### config.mk
export PLATFORM = sky130hd
export DESIGN_NAME = pwl_eval_pipe
export DESIGN_NICKNAME = d
export VERILOG_FILES = /design/src/rtl/pwl_pkg.sv /design/src/rtl/pwl_seg_select.sv /design/src/rtl/pwl_eval_pipe.sv
export SDC_FILE = /design/constraint.sdc
export NUM_CORES = 1
export LEC_CHECK = 0
export CAP_MARGIN = 20
export CORE_ASPECT_RATIO = 0.8
export CORE_UTILIZATION = 59
export CTS_BUF_LIST = sky130_fd_sc_hd__clkbuf_4
export DETAILED_ROUTE_END_ITERATION = 16
export PLACE_DENSITY_LB_ADDON = 0.3
export SLEW_MARGIN = 40
export SYNTH_ARGS = -nofsm -noshare
export SYNTH_HDL_FRONTEND = slang
export SYNTH_SLANG_ARGS = --single-unit
### constraint.sdc
create_clock -name clk -period 9.66 [get_ports clk]
set_input_delay 2.898 -clock clk [delete_from_list [all_inputs] [get_ports clk]]
set_output_delay 2.898 -clock clk [all_outputs]
set_load 0.02 [all_outputs]
### src/rtl/pwl_pkg.sv
// Shared constants and helpers for the piecewise-linear evaluator.
package pwl_pkg;

    localparam int NDEF = 8;

    // Legacy softplus-derivative table; the last breakpoint stands in for "max".
    localparam int DEF_BP [NDEF] = '{1, 6, 10, 16, 24, 40, 72, 32'h7FFF_FFFF};
    localparam int DEF_M  [NDEF] = '{192, 48, 32, 26, 20, 16, 12, 10};
    localparam int DEF_C  [NDEF] = '{'h000, 'h0A7, 'h105, 'h140, 'h1A0, 'h200, 'h2A0, 'h330};

    // Width of a segment index.
    function automatic int unsigned seg_w(input int unsigned n);
        return (n > 1) ? $clog2(n) : 1;
    endfunction

    // Default-table row for segment i; rows past the legacy table repeat the last one.
    function automatic int unsigned def_idx(input int unsigned i);
        return (i < NDEF) ? i : NDEF - 1;
    endfunction

    // Clamp v to a w-bit signed range. Returns {sat, clamped value}.
    function automatic logic [64:0] saturate(input logic signed [63:0] v, input int unsigned w);
        logic signed [63:0] hi;
        logic signed [63:0] lo;
        hi = (64'sd1 <<< (w - 1)) - 64'sd1;
        lo = -(64'sd1 <<< (w - 1));
        if (v > hi) begin
            return {1'b1, hi};
        end else if (v < lo) begin
            return {1'b1, lo};
        end
        return {1'b0, v};
    endfunction

endpackage

### src/rtl/pwl_seg_select.sv
// Priority comparator: lowest segment whose breakpoint is >= x, else the last segment.
module pwl_seg_select
    import pwl_pkg::*;
#(
    parameter int unsigned DATA_W = 20,
    parameter int unsigned N_SEG  = 8
) (
    input  logic [DATA_W-1:0]              i_x,
    input  logic [(N_SEG-1)*DATA_W-1:0]    i_bp,
    output logic [seg_w(N_SEG)-1:0]        o_seg
);

    localparam int unsigned SW = seg_w(N_SEG);

    // Scan from high to low so the lowest matching index wins.
    always_comb begin
        o_seg = SW'(N_SEG - 1);
        for (int i = int'(N_SEG) - 2; i >= 0; i--) begin
            if ($signed(i_x) <= $signed(i_bp[i*DATA_W +: DATA_W])) begin
                o_seg = SW'(i);
            end
        end
    end

endmodule

### src/rtl/pwl_eval_pipe.sv
// Three-stage piecewise-linear evaluator y = M[s]*x + C[s] with a programmable table,
// lockstep valid/ready pipeline and output saturation.
module pwl_eval_pipe
    import pwl_pkg::*;
#(
    parameter int unsigned DATA_W     = 20,
    parameter int unsigned N_SEG      = 8,
    parameter int unsigned SLOPE_W    = 10,
    parameter int unsigned SLOPE_FRAC = 0,
    parameter int unsigned TAG_W      = 4
) (
    input  logic                     clk,
    input  logic                     rst,
    input  logic                     in_valid,
    output logic                     in_ready,
    input  logic [DATA_W-1:0]        in_x,
    input  logic [TAG_W-1:0]         in_tag,
    output logic                     out_valid,
    input  logic                     out_ready,
    output logic [DATA_W-1:0]        out_y,
    output logic [TAG_W-1:0]         out_tag,
    output logic                     out_sat,
    input  logic                     cfg_we,
    input  logic [seg_w(N_SEG)-1:0]  cfg_idx,
    input  logic [DATA_W-1:0]        cfg_bp,
    input  logic [SLOPE_W-1:0]       cfg_m,
    input  logic [DATA_W-1:0]        cfg_c,
    output logic                     cfg_ready
);

    localparam int unsigned SW = seg_w(N_SEG);
    localparam int unsigned PW = DATA_W + SLOPE_W;
    localparam logic [DATA_W-1:0] BP_MAX = {1'b0, {(DATA_W-1){1'b1}}};

    // Segment table
    logic [DATA_W-1:0]  r_bp [N_SEG];
    logic [SLOPE_W-1:0] r_m  [N_SEG];
    logic [DATA_W-1:0]  r_c  [N_SEG];

    // Stage registers
    logic                     r_v1, r_v2, r_v3;
    logic signed [DATA_W-1:0] r_x1;
    logic [TAG_W-1:0]         r_tag1, r_tag2, r_tag3;
    logic [SW-1:0]            r_s1;
    logic signed [PW-1:0]     r_prod2;
    logic signed [DATA_W-1:0] r_c2;
    logic [DATA_W-1:0]        r_y3;
    logic                     r_sat3;

    logic                          w_adv, w_in_fire, w_cfg_wr;
    logic [(N_SEG-1)*DATA_W-1:0]   w_bp_flat;
    logic [SW-1:0]                 w_seg;
    logic signed [PW-1:0]          w_xe, w_me, w_prod, w_shift;
    logic signed [63:0]            w_sum;
    logic [64:0]                   w_sat_res;
    logic                          w_unused;

    // The whole pipeline freezes while the output is held by the consumer.
    assign w_adv     = !(r_v3 && !out_ready);
    assign in_ready  = w_adv && !cfg_we;
    assign w_in_fire = in_valid && in_ready;
    assign cfg_ready = !(r_v1 || r_v2 || r_v3);
    assign w_cfg_wr  = cfg_we && cfg_ready;

    // Flatten the breakpoints the selector looks at; the last one never matters.
    always_comb begin
        w_bp_flat = '0;
        for (int i = 0; i < int'(N_SEG) - 1; i++) begin
            w_bp_flat[i*DATA_W +: DATA_W] = r_bp[i];
        end
    end

    pwl_seg_select #(
        .DATA_W (DATA_W),
        .N_SEG  (N_SEG)
    ) u_seg_select (
        .i_x   (in_x),
        .i_bp  (w_bp_flat),
        .o_seg (w_seg)
    );

    // Full-width signed product and arithmetic scaling/offset/clamp.
    assign w_xe      = {{SLOPE_W{r_x1[DATA_W-1]}}, r_x1};
    assign w_me      = {{DATA_W{r_m[r_s1][SLOPE_W-1]}}, r_m[r_s1]};
    assign w_prod    = w_xe * w_me;
    assign w_shift   = r_prod2 >>> SLOPE_FRAC;
    assign w_sum     = 64'(w_shift) + 64'(r_c2);
    assign w_sat_res = saturate(w_sum, DATA_W);
    assign w_unused  = ^{w_sat_res[63:DATA_W], r_bp[N_SEG-1]};

    // Table: loads the legacy contents on reset, takes writes only when idle.
    always_ff @(posedge clk) begin
        if (rst) begin
            for (int unsigned i = 0; i < N_SEG; i++) begin
                r_bp[i] <= (def_idx(i) == NDEF - 1) ? BP_MAX : DATA_W'(DEF_BP[def_idx(i)]);
                r_m[i]  <= SLOPE_W'(DEF_M[def_idx(i)]);
                r_c[i]  <= DATA_W'(DEF_C[def_idx(i)]);
            end
        end else if (w_cfg_wr) begin
            r_bp[cfg_idx] <= cfg_bp;
            r_m[cfg_idx]  <= cfg_m;
            r_c[cfg_idx]  <= cfg_c;
        end
    end

    // Lockstep pipeline: all stages move together, bubbles included.
    always_ff @(posedge clk) begin
        if (rst) begin
            r_v1    <= 1'b0;
            r_v2    <= 1'b0;
            r_v3    <= 1'b0;
            r_x1    <= '0;
            r_tag1  <= '0;
            r_s1    <= '0;
            r_prod2 <= '0;
            r_c2    <= '0;
            r_tag2  <= '0;
            r_y3    <= '0;
            r_sat3  <= 1'b0;
            r_tag3  <= '0;
        end else if (w_adv) begin
            r_v1 <= w_in_fire;
            r_v2 <= r_v1;
            r_v3 <= r_v2;
            if (w_in_fire) begin
                r_x1   <= in_x;
                r_tag1 <= in_tag;
                r_s1   <= w_seg;
            end
            if (r_v1) begin
                r_prod2 <= w_prod;
                r_c2    <= r_c[r_s1];
                r_tag2  <= r_tag1;
            end
            if (r_v2) begin
                r_y3   <= w_sat_res[DATA_W-1:0];
                r_sat3 <= w_sat_res[64];
                r_tag3 <= r_tag2;
            end
        end
    end

    assign out_valid = r_v3;
    assign out_y     = r_y3;
    assign out_tag   = r_tag3;
    assign out_sat   = r_sat3;

endmodule
==> impl_metrics.json, run 1 <==
{
  "status": "complete, no violations",
  "syn_to_final_growth_pct": 10.5,
  "buffers_from_clock_root_to_sink_at_most": 3,
  "dp_hpwl_um": 57100,
  "fin_nets": 3591,
  "timing.hold.worst.start": "r_s1[1]$_SDFFE_PP0P_",
  "startpoint_type": "flip-flop",
  "routed_via_density": 5.84,
  "cts.clk_slew.worst_paths_ns": 0.07,
  "synth-main-ff-cell": "sky130_fd_sc_hd__edfxtp_1",
  "worst_ir_drop_vdd_uv": 96.1,
  "wl_per_cell_um": 20.9,
  "worstReg2RegEnd": "r_prod2[28]$_SDFFE_PP0P_",
  "fin_total_pwr_w": 0.00542,
  "htree_num_levels": 3,
  "fp.coreArea_um2": 54000,
  "fin_crit_sh_pct": 78.2,
  "fin_util_pct": 66.1,
  "power_per_cell_area_nw_per_um2": 152,
  "drt_pre_antenna_iters": 5,
  "grt_first_pass_wirelength_um": 129000,
  "die_area_um2": 55700,
  "timing.final.setup_violations": 0,
  "fmaxAchievable_ghz": 0.132,
  "grt_use_total_pct": 30.1,
  "critical_path_peak_fanout": 20,
  "ys_seq_area_share_pct": 42.2,
  "syn-num-nets": 3469,
  "hold_violations": 0,
  "worst_hold_slack_ns": 0.439,
  "cp_cell_sequence": "buf_4, mux4_2, mux2i_1, buf_4, nor2b_1, fa_1, fa_1, fa_1, fa_1, inv_1, fa_1, inv_1, ha_1, a21o_1, a21o_1, a21oi_1, o21ai_0, o41ai_1, o31a_1, o21bai_1, a21oi_1, mux2_2",
  "max_stage_delay_ns": 0.59,
  "count_of_buffers_inserted_at_the_top_level_ports": 109,
  "critPathRequiredTime_ns": 10.43,
  "grt_overflow_total": 0,
  "finalWirelength_um": 81500,
  "timing_worst_setup_path_type": "reg -> reg",
  "grt_setup_unrepaired": "false",
  "timing_max_transition_violations_final": 0,
  "synthesis.area_per_instance_um2": 10.9,
  "synth_largest_type_area_fraction_pct": 35.3,
  "clockRootBuffer": "sky130_fd_sc_hd__clkbuf_4",
  "syn-cell-area_um2": 32300,
  "die-width_um": 264,
  "crit_slowest_cell": "sky130_fd_sc_hd__mux2i_1",
  "gate_count_post_synth": 2976,
  "power.static_leakage_nw": 15.0,
  "post_cts_resized": 0,
  "worst_ep_arrival_time_ns": 8.33,
  "hold_path.class": "reg -> reg",
  "grt_pass1_vias": 23687,
  "clk_latency_ns": 0.93,
  "maxCapViolations": 0,
  "worst-slew-pin-transition_ns": 0.950,
  "synth.distinct_cells": 77,
  "total_vias_in_the_final_route": 22793,
  "synth-edff-count": 380,
  "cts_tree": "done",
  "starting_density_pct": 59.9,
  "worst_skew_ns": 0.0890,
  "worst_slack_at_placement_ns": 2.17,
  "finalWorstPathRequiredPeriod_ns": 7.55,
  "accumulated_negative_setup_slack_ns": 0,
  "slew_headroom_pct": 35.8,
  "synth.top_cells.by_count": "sky130_fd_sc_hd__edfxtp_1, sky130_fd_sc_hd__inv_1, sky130_fd_sc_hd__and2_1, sky130_fd_sc_hd__nand2_1, sky130_fd_sc_hd__ha_1",
  "dominant_cell_by_count_in_the_synthesized_netlist": "sky130_fd_sc_hd__edfxtp_1",
  "floorplan.die.height_um": 211,
  "num_rows": 76,
  "reg2reg_depth": 22,
  "netlist.top_cell.by_area": "sky130_fd_sc_hd__edfxtp_1",
  "hold_buffers": 0,
  "drive_gt1_share_pct": 10.8,
  "initial_antenna_violation_count": 12,
  "critical-path-top-cell-by-count": "sky130_fd_sc_hd__fa_1",
  "crit_path_end_kind": "flip-flop",
  "timing.final.ws_setup_ns": 2.11,
  "grt_max_degree": 82,
  "min_delay_path_depth": 2,
  "async_flop_share_pct": 0,
  "gp_routability_congestion": 0.876,
  "synthTopCellsByArea": "sky130_fd_sc_hd__edfxtp_1, sky130_fd_sc_hd__fa_1, sky130_fd_sc_hd__ha_1, sky130_fd_sc_hd__dfxtp_1, sky130_fd_sc_hd__and2_1",
  "route.antenna.remaining_nets": 0,
  "reg2reg_slack_ns": 2.11,
  "post_cts_buffers": 0,
  "cts_sinks": 492,
  "ys_ff_latch": 492,
  "yosys_warnings": 0,
  "cts-buffers-inserted": 120,
  "detail_route.drc_violations": 0,
  "initialDrtViolationCount": 1886,
  "boundaryPins": 110
}
==> metal layers <==
layer / global-route usage [%] / up-vias / part of all wire, %
met3: 6.40 / 178 / 8.9
met5: 0 / - / 0.097
met1: 40.1 / 11204 / 42
li1: - / 10494 / -
met4: 10.1 / 10 / 2.6
met2: 49.1 / 907 / 46
==> stage by stage <==
| stage | cells | instance area (um^2) |
|---|---|---|
| floorplan | 2976 | 32300 |
| global placement | 3676 | 34100 |
| detailed placement | 3678 | 34200 |
| CTS | 3896 | 35700 |
| global route | 3900 | 35700 |
| finish | 3902 | 35700 |
==> critical path: cells and delay by family, from the launching register on <==
| family | cells | cell delay [ns] |
|---|---|---|
| buffers and inverters | 4 | 0.75 |
| multiplexers | 3 | 1.49 |
| AO/OA/AOI/OAI | 8 | 1.79 |
| flip-flops | 1 | 0.31 |
| AND/OR/NAND/NOR | 1 | 0.08 |
| adder cells (fa/ha/maj) | 6 | 2.99 |
==> final cells by class <==
cell class / instances / area (um^2)
inverter: 363 / 1360
fill: 4125 / 18300
multi-input combinational: 1976 / 16900
clock buffer: 172 / 1290
tap: 702 / 878
antenna: 6 / 15.0
sequential: 492 / 13700
timing repair buffer: 145 / 1390
clock inverter: 46 / 250
==> state kept, by name, indices dropped and copies added (netlist names), named ones only <==
| signal | flops |
|---|---|
| r_tag2 | 4 |
| r_prod2 | 30 |
| out_valid | 1 |
| r_x1 | 20 |
| r_v1 | 1 |
| out_y | 20 |
| r_m | 80 |
| r_c | 160 |
| out_sat | 1 |
| r_bp | 140 |
| r_v2 | 1 |
| out_tag | 4 |
| r_tag1 | 4 |
| r_s1 | 3 |
| r_c2 | 20 |
==> where the power goes <==
| group | leakage (nW) | internal, W | switching (W) |
|---|---|---|---|
| Combinational | 9.35 | 0.000498 | 0.000764 |
| Sequential | 4.75 | 0.00237 | 0.0000506 |
| Clock | 0.912 | 0.000854 | 0.000887 |
| Total | 15.0 | 0.00372 | 0.00170 |
==> cells in the final DEF (no fill, tap or decap), drive strengths merged, types with 37 or more instances in the layout <==
master	instances
edfxtp	380
inv	366
and2	355
nand2	262
ha	239
fa	172
clkbuf	172
a21oi	145
nor2	127
dfxtp	112
clkdlybuf4s50	108
a21o	71
nor2b	69
mux4	60
or3	55
o21ai	45
clkinv	40
buf	37
==> worst max path at each step <==
stage                                to  cells past startpoint
2_1_floorplan  r_bp[3][0]$_SDFFCE_PN0P_                      5
3_3_place_gp   r_prod2[28]$_SDFFE_PP0P_                     21
3_5_place_dp   r_prod2[28]$_SDFFE_PP0P_                     22
4_1_cts        r_prod2[28]$_SDFFE_PP0P_                     22
5_1_grt        r_prod2[28]$_SDFFE_PP0P_                     22
6_report       r_prod2[28]$_SDFFE_PP0P_                     22
==> cell families after synthesis <==
group / synth area share (%)
AOI/OAI and AO/OA: 8.46
and+or+nand+nor: 16.7
muxes: 5.39
adders and majority gates: 19.9
buffers and inverters: 5.98
xor gates and xnor gates: 1.30
DFF: 42.2
No activity file was read; power rests on OpenSTA's default activity.
==> inputs of run 2 (changes only) <==
--- a/config.mk
+++ b/config.mk
@@ -7,7 +7,7 @@
 export LEC_CHECK = 0
 export CAP_MARGIN = 20
 export CORE_ASPECT_RATIO = 0.8
-export CORE_UTILIZATION = 59
+export CORE_UTILIZATION = 58
 export CTS_BUF_LIST = sky130_fd_sc_hd__clkbuf_4
 export DETAILED_ROUTE_END_ITERATION = 16
 export PLACE_DENSITY_LB_ADDON = 0.3
==> constraint.sdc (replaced) <==
create_clock -name clk -period 6.61 [get_ports clk]
set_input_delay 1.983 -clock clk [delete_from_list [all_inputs] [get_ports clk]]
set_output_delay 1.983 -clock clk [all_outputs]
set_load 0.02 [all_outputs]
==> run 2 against run 1 <==
Net effect:
- hold slack worse by 0.015 ns
- routed wire length is 4.4% higher
- setup slack worse by 2.1 ns
- critical path depth is 4 higher
- clock power is 50% higher
- flip-flop and latch count stayed put
- cell count is 3.6% higher
- global-route usage is 0.57 points higher
- critical path type unchanged
- sequential power is 46% higher
- combinational power is 75% higher
- clock skew is 0.0095 ns lower
==> impl_metrics.json, run 2 (synthesized netlist as in run 1, its figures left out) <==
{
  "status": "complete, no violations",
  "starting_density_pct": 58.7,
  "floorplan.die.height_um": 213,
  "hold_buffers": 0,
  "largest_register_ffs": 160,
  "fp.coreArea_um2": 55100,
  "clockRootBuffer": "sky130_fd_sc_hd__clkbuf_4",
  "min_to": "r_tag2[1]$_SDFFE_PP0P_",
  "worst_skew_ns": 0.0795,
  "fin_nets": 3689,
  "fin_crit_sh_pct": 99.4,
  "grt_first_pass_wirelength_um": 131000,
  "grt_use_met2_pct": 50.1,
  "layout.area.seq_um2": 13700,
  "power.static_leakage_nw": 15.6,
  "worst_slack_at_placement_ns": -0.279,
  "clk_latency_ns": 0.95,
  "boundaryPins": 110,
  "grt_max_degree": 79,
  "cts-buffers-inserted": 121,
  "initialDrtViolationCount": 1933,
  "multi_input_comb_area_um2": 17400,
  "timing.final.setup_violations": 0,
  "fin_util_pct": 67.5,
  "worst_ep_arrival_time_ns": 7.34,
  "die-width_um": 266,
  "grt_use_met1_pct": 41.3,
  "worst-slew-pin-transition_ns": 0.831,
  "grt_use_total_pct": 30.6,
  "hold_path.class": "reg -> reg",
  "groute.layer.met3.usage_pct": 6.44,
  "wl_per_cell_um": 21.0,
  "commonest_cells_after_routing_fill_and_taps_aside": "sky130_fd_sc_hd__edfxtp_1, sky130_fd_sc_hd__and2_1, sky130_fd_sc_hd__inv_1, sky130_fd_sc_hd__nand2_1, sky130_fd_sc_hd__ha_1",
  "cts.clk_slew.worst_paths_ns": 0.07,
  "timing.final.ws_setup_ns": 0.0426,
  "worstReg2RegEnd": "r_prod2[28]$_SDFFE_PP0P_",
  "critical_path_peak_fanout": 7,
  "maxCapViolations": 0,
  "die_area_um2": 56700,
  "timing_worst_setup_path_type": "reg -> reg",
  "crit_path_end_kind": "flip-flop",
  "detail_route.drc_violations": 0,
  "largestRegisters": "r_c x160, r_bp x140, r_m x80",
  "grt_pass1_vias": 23729,
  "startpoint_type": "flip-flop",
  "reg2reg_slack_ns": 0.04,
  "total_vias_in_the_final_route": 23187,
  "timing_max_transition_violations_final": 0,
  "route.antenna.remaining_nets": 0,
  "min_delay_path_depth": 2,
  "num-fill-cells": 4149,
  "grt_setup_unrepaired": "true",
  "cts_tree": "done",
  "power_per_cell_area_nw_per_um2": 225,
  "routed_via_density": 5.73,
  "top_register": "r_c",
  "gp_routability_congestion": 0.925,
  "drt_pre_antenna_iters": 5,
  "critPathRequiredTime_ns": 7.38,
  "hold_violations": 0,
  "fmaxAchievable_ghz": 0.152,
  "finalWirelength_um": 85100,
  "cts_sinks": 492,
  "syn_to_final_growth_pct": 15.1,
  "reg2reg_depth": 26,
  "num_rows": 77,
  "initial_antenna_violation_count": 9,
  "mostFrequentLayoutCell": "sky130_fd_sc_hd__edfxtp_1",
  "drive_gt1_share_pct": 15.7,
  "timing.hold.worst.start": "r_tag1[1]$_SDFFE_PP0P_",
  "top_usage_layer": "met2",
  "slew_headroom_pct": 44.4,
  "worst_ir_drop_vdd_uv": 202,
  "grt_overflow_total": 0,
  "count_of_buffers_inserted_at_the_top_level_ports": 109,
  "finalWorstPathRequiredPeriod_ns": 6.57,
  "htree_num_levels": 3,
  "buffers_from_clock_root_to_sink_at_most": 3,
  "dp_hpwl_um": 60000
}
==> run 2: what timing repair did <==
item                                   CTS  global route
setup buffers                            8            12
endpoints found under the hold margin    0             0
pin swaps                               17            79
resized for setup                       24            80
gates cloned                             1             1
setup endpoints to repair                9            17
==> run 2: worst max-delay path, cell delays in order (launching register included) <==
cell,delay [ns]
sky130_fd_sc_hd__dfxtp_4,0.38
sky130_fd_sc_hd__buf_12,0.11
sky130_fd_sc_hd__buf_12,0.12
sky130_fd_sc_hd__mux4_2,0.50
sky130_fd_sc_hd__mux2_4,0.38
sky130_fd_sc_hd__buf_6,0.16
sky130_fd_sc_hd__nand2_4,0.06
sky130_fd_sc_hd__fa_1,0.45
sky130_fd_sc_hd__fa_1,0.61
sky130_fd_sc_hd__inv_2,0.06
sky130_fd_sc_hd__fa_2,0.36
sky130_fd_sc_hd__fa_1,0.52
sky130_fd_sc_hd__inv_2,0.04
sky130_fd_sc_hd__fa_1,0.47
sky130_fd_sc_hd__inv_1,0.04
sky130_fd_sc_hd__ha_2,0.16
sky130_fd_sc_hd__a21o_1,0.18
sky130_fd_sc_hd__a21o_1,0.15
sky130_fd_sc_hd__a21o_1,0.20
sky130_fd_sc_hd__a21oi_2,0.17
sky130_fd_sc_hd__buf_4,0.13
sky130_fd_sc_hd__o211ai_1,0.10
sky130_fd_sc_hd__nor3_2,0.23
sky130_fd_sc_hd__o31a_1,0.19
sky130_fd_sc_hd__o21bai_1,0.09
sky130_fd_sc_hd__a21oi_1,0.16
sky130_fd_sc_hd__mux2_2,0.35
==> run 2: how the worst max path moves through the flow <==
stage	startpoint	end	slack [ns]	depth (start not counted)
after floorplan	rst	r_bp[3][0]$_SDFFCE_PN0P_	-0.13	5
after global placement	flip-flop	r_prod2[19]$_SDFFE_PP0P_	-0.07	24
after detailed placement	flip-flop	r_prod2[19]$_SDFFE_PP0P_	-0.28	24
after CTS	flip-flop	r_prod2[28]$_SDFFE_PP0P_	0.004	24
after global routing	flip-flop	r_prod2[28]$_SDFFE_PP0P_	-0.13	26
final	flip-flop	r_prod2[28]$_SDFFE_PP0P_	0.04	26
==> run 2: final cells by class <==
class                   instances  share of cell area, %
clock buffers                 182                   3.67
repair buffers                242                   6.19
clock inverters                32                  0.565
inverters                     363                   3.66
multi-input cells            1976                   46.6
diodes                          7                 0.0471
flip-flops and latches        492                   36.7
well taps                     750                   2.52
==> run 2: stage by stage <==
| step | power, W | hold slack [ns] | instances | instance area (um^2) | TNS, ns |
|---|---|---|---|---|---|
| after floorplan | 0.00489 | 0.432 | 2976 | 32300 | -17.35 |
| after detailed placement | 0.00561 | 0.446 | 3802 | 34900 | -0.962 |
| after global placement | 0.00555 | 0.440 | 3802 | 34900 | -0.118 |
| final | 0.00836 | 0.424 | 4044 | 37200 | 0 |
| after global routing | 0.00880 | 0.471 | 4043 | 37200 | -0.465 |
| after CTS | 0.00824 | 0.440 | 4025 | 36700 | 0 |
==> run 2: routing by layer <==
metal	share of wire (%)	up-vias
met5	0.073	-
met4	2.3	10
met3	8.8	171
met2	47	859
met1	42	11459
li1	-	10688
==> run 2: report_power, final <==
part	switching (W)	internal [W]
logic	0.00126	0.000945
registers	0.0000875	0.00346
clock network	0.00128	0.00134
total	0.00262	0.00574
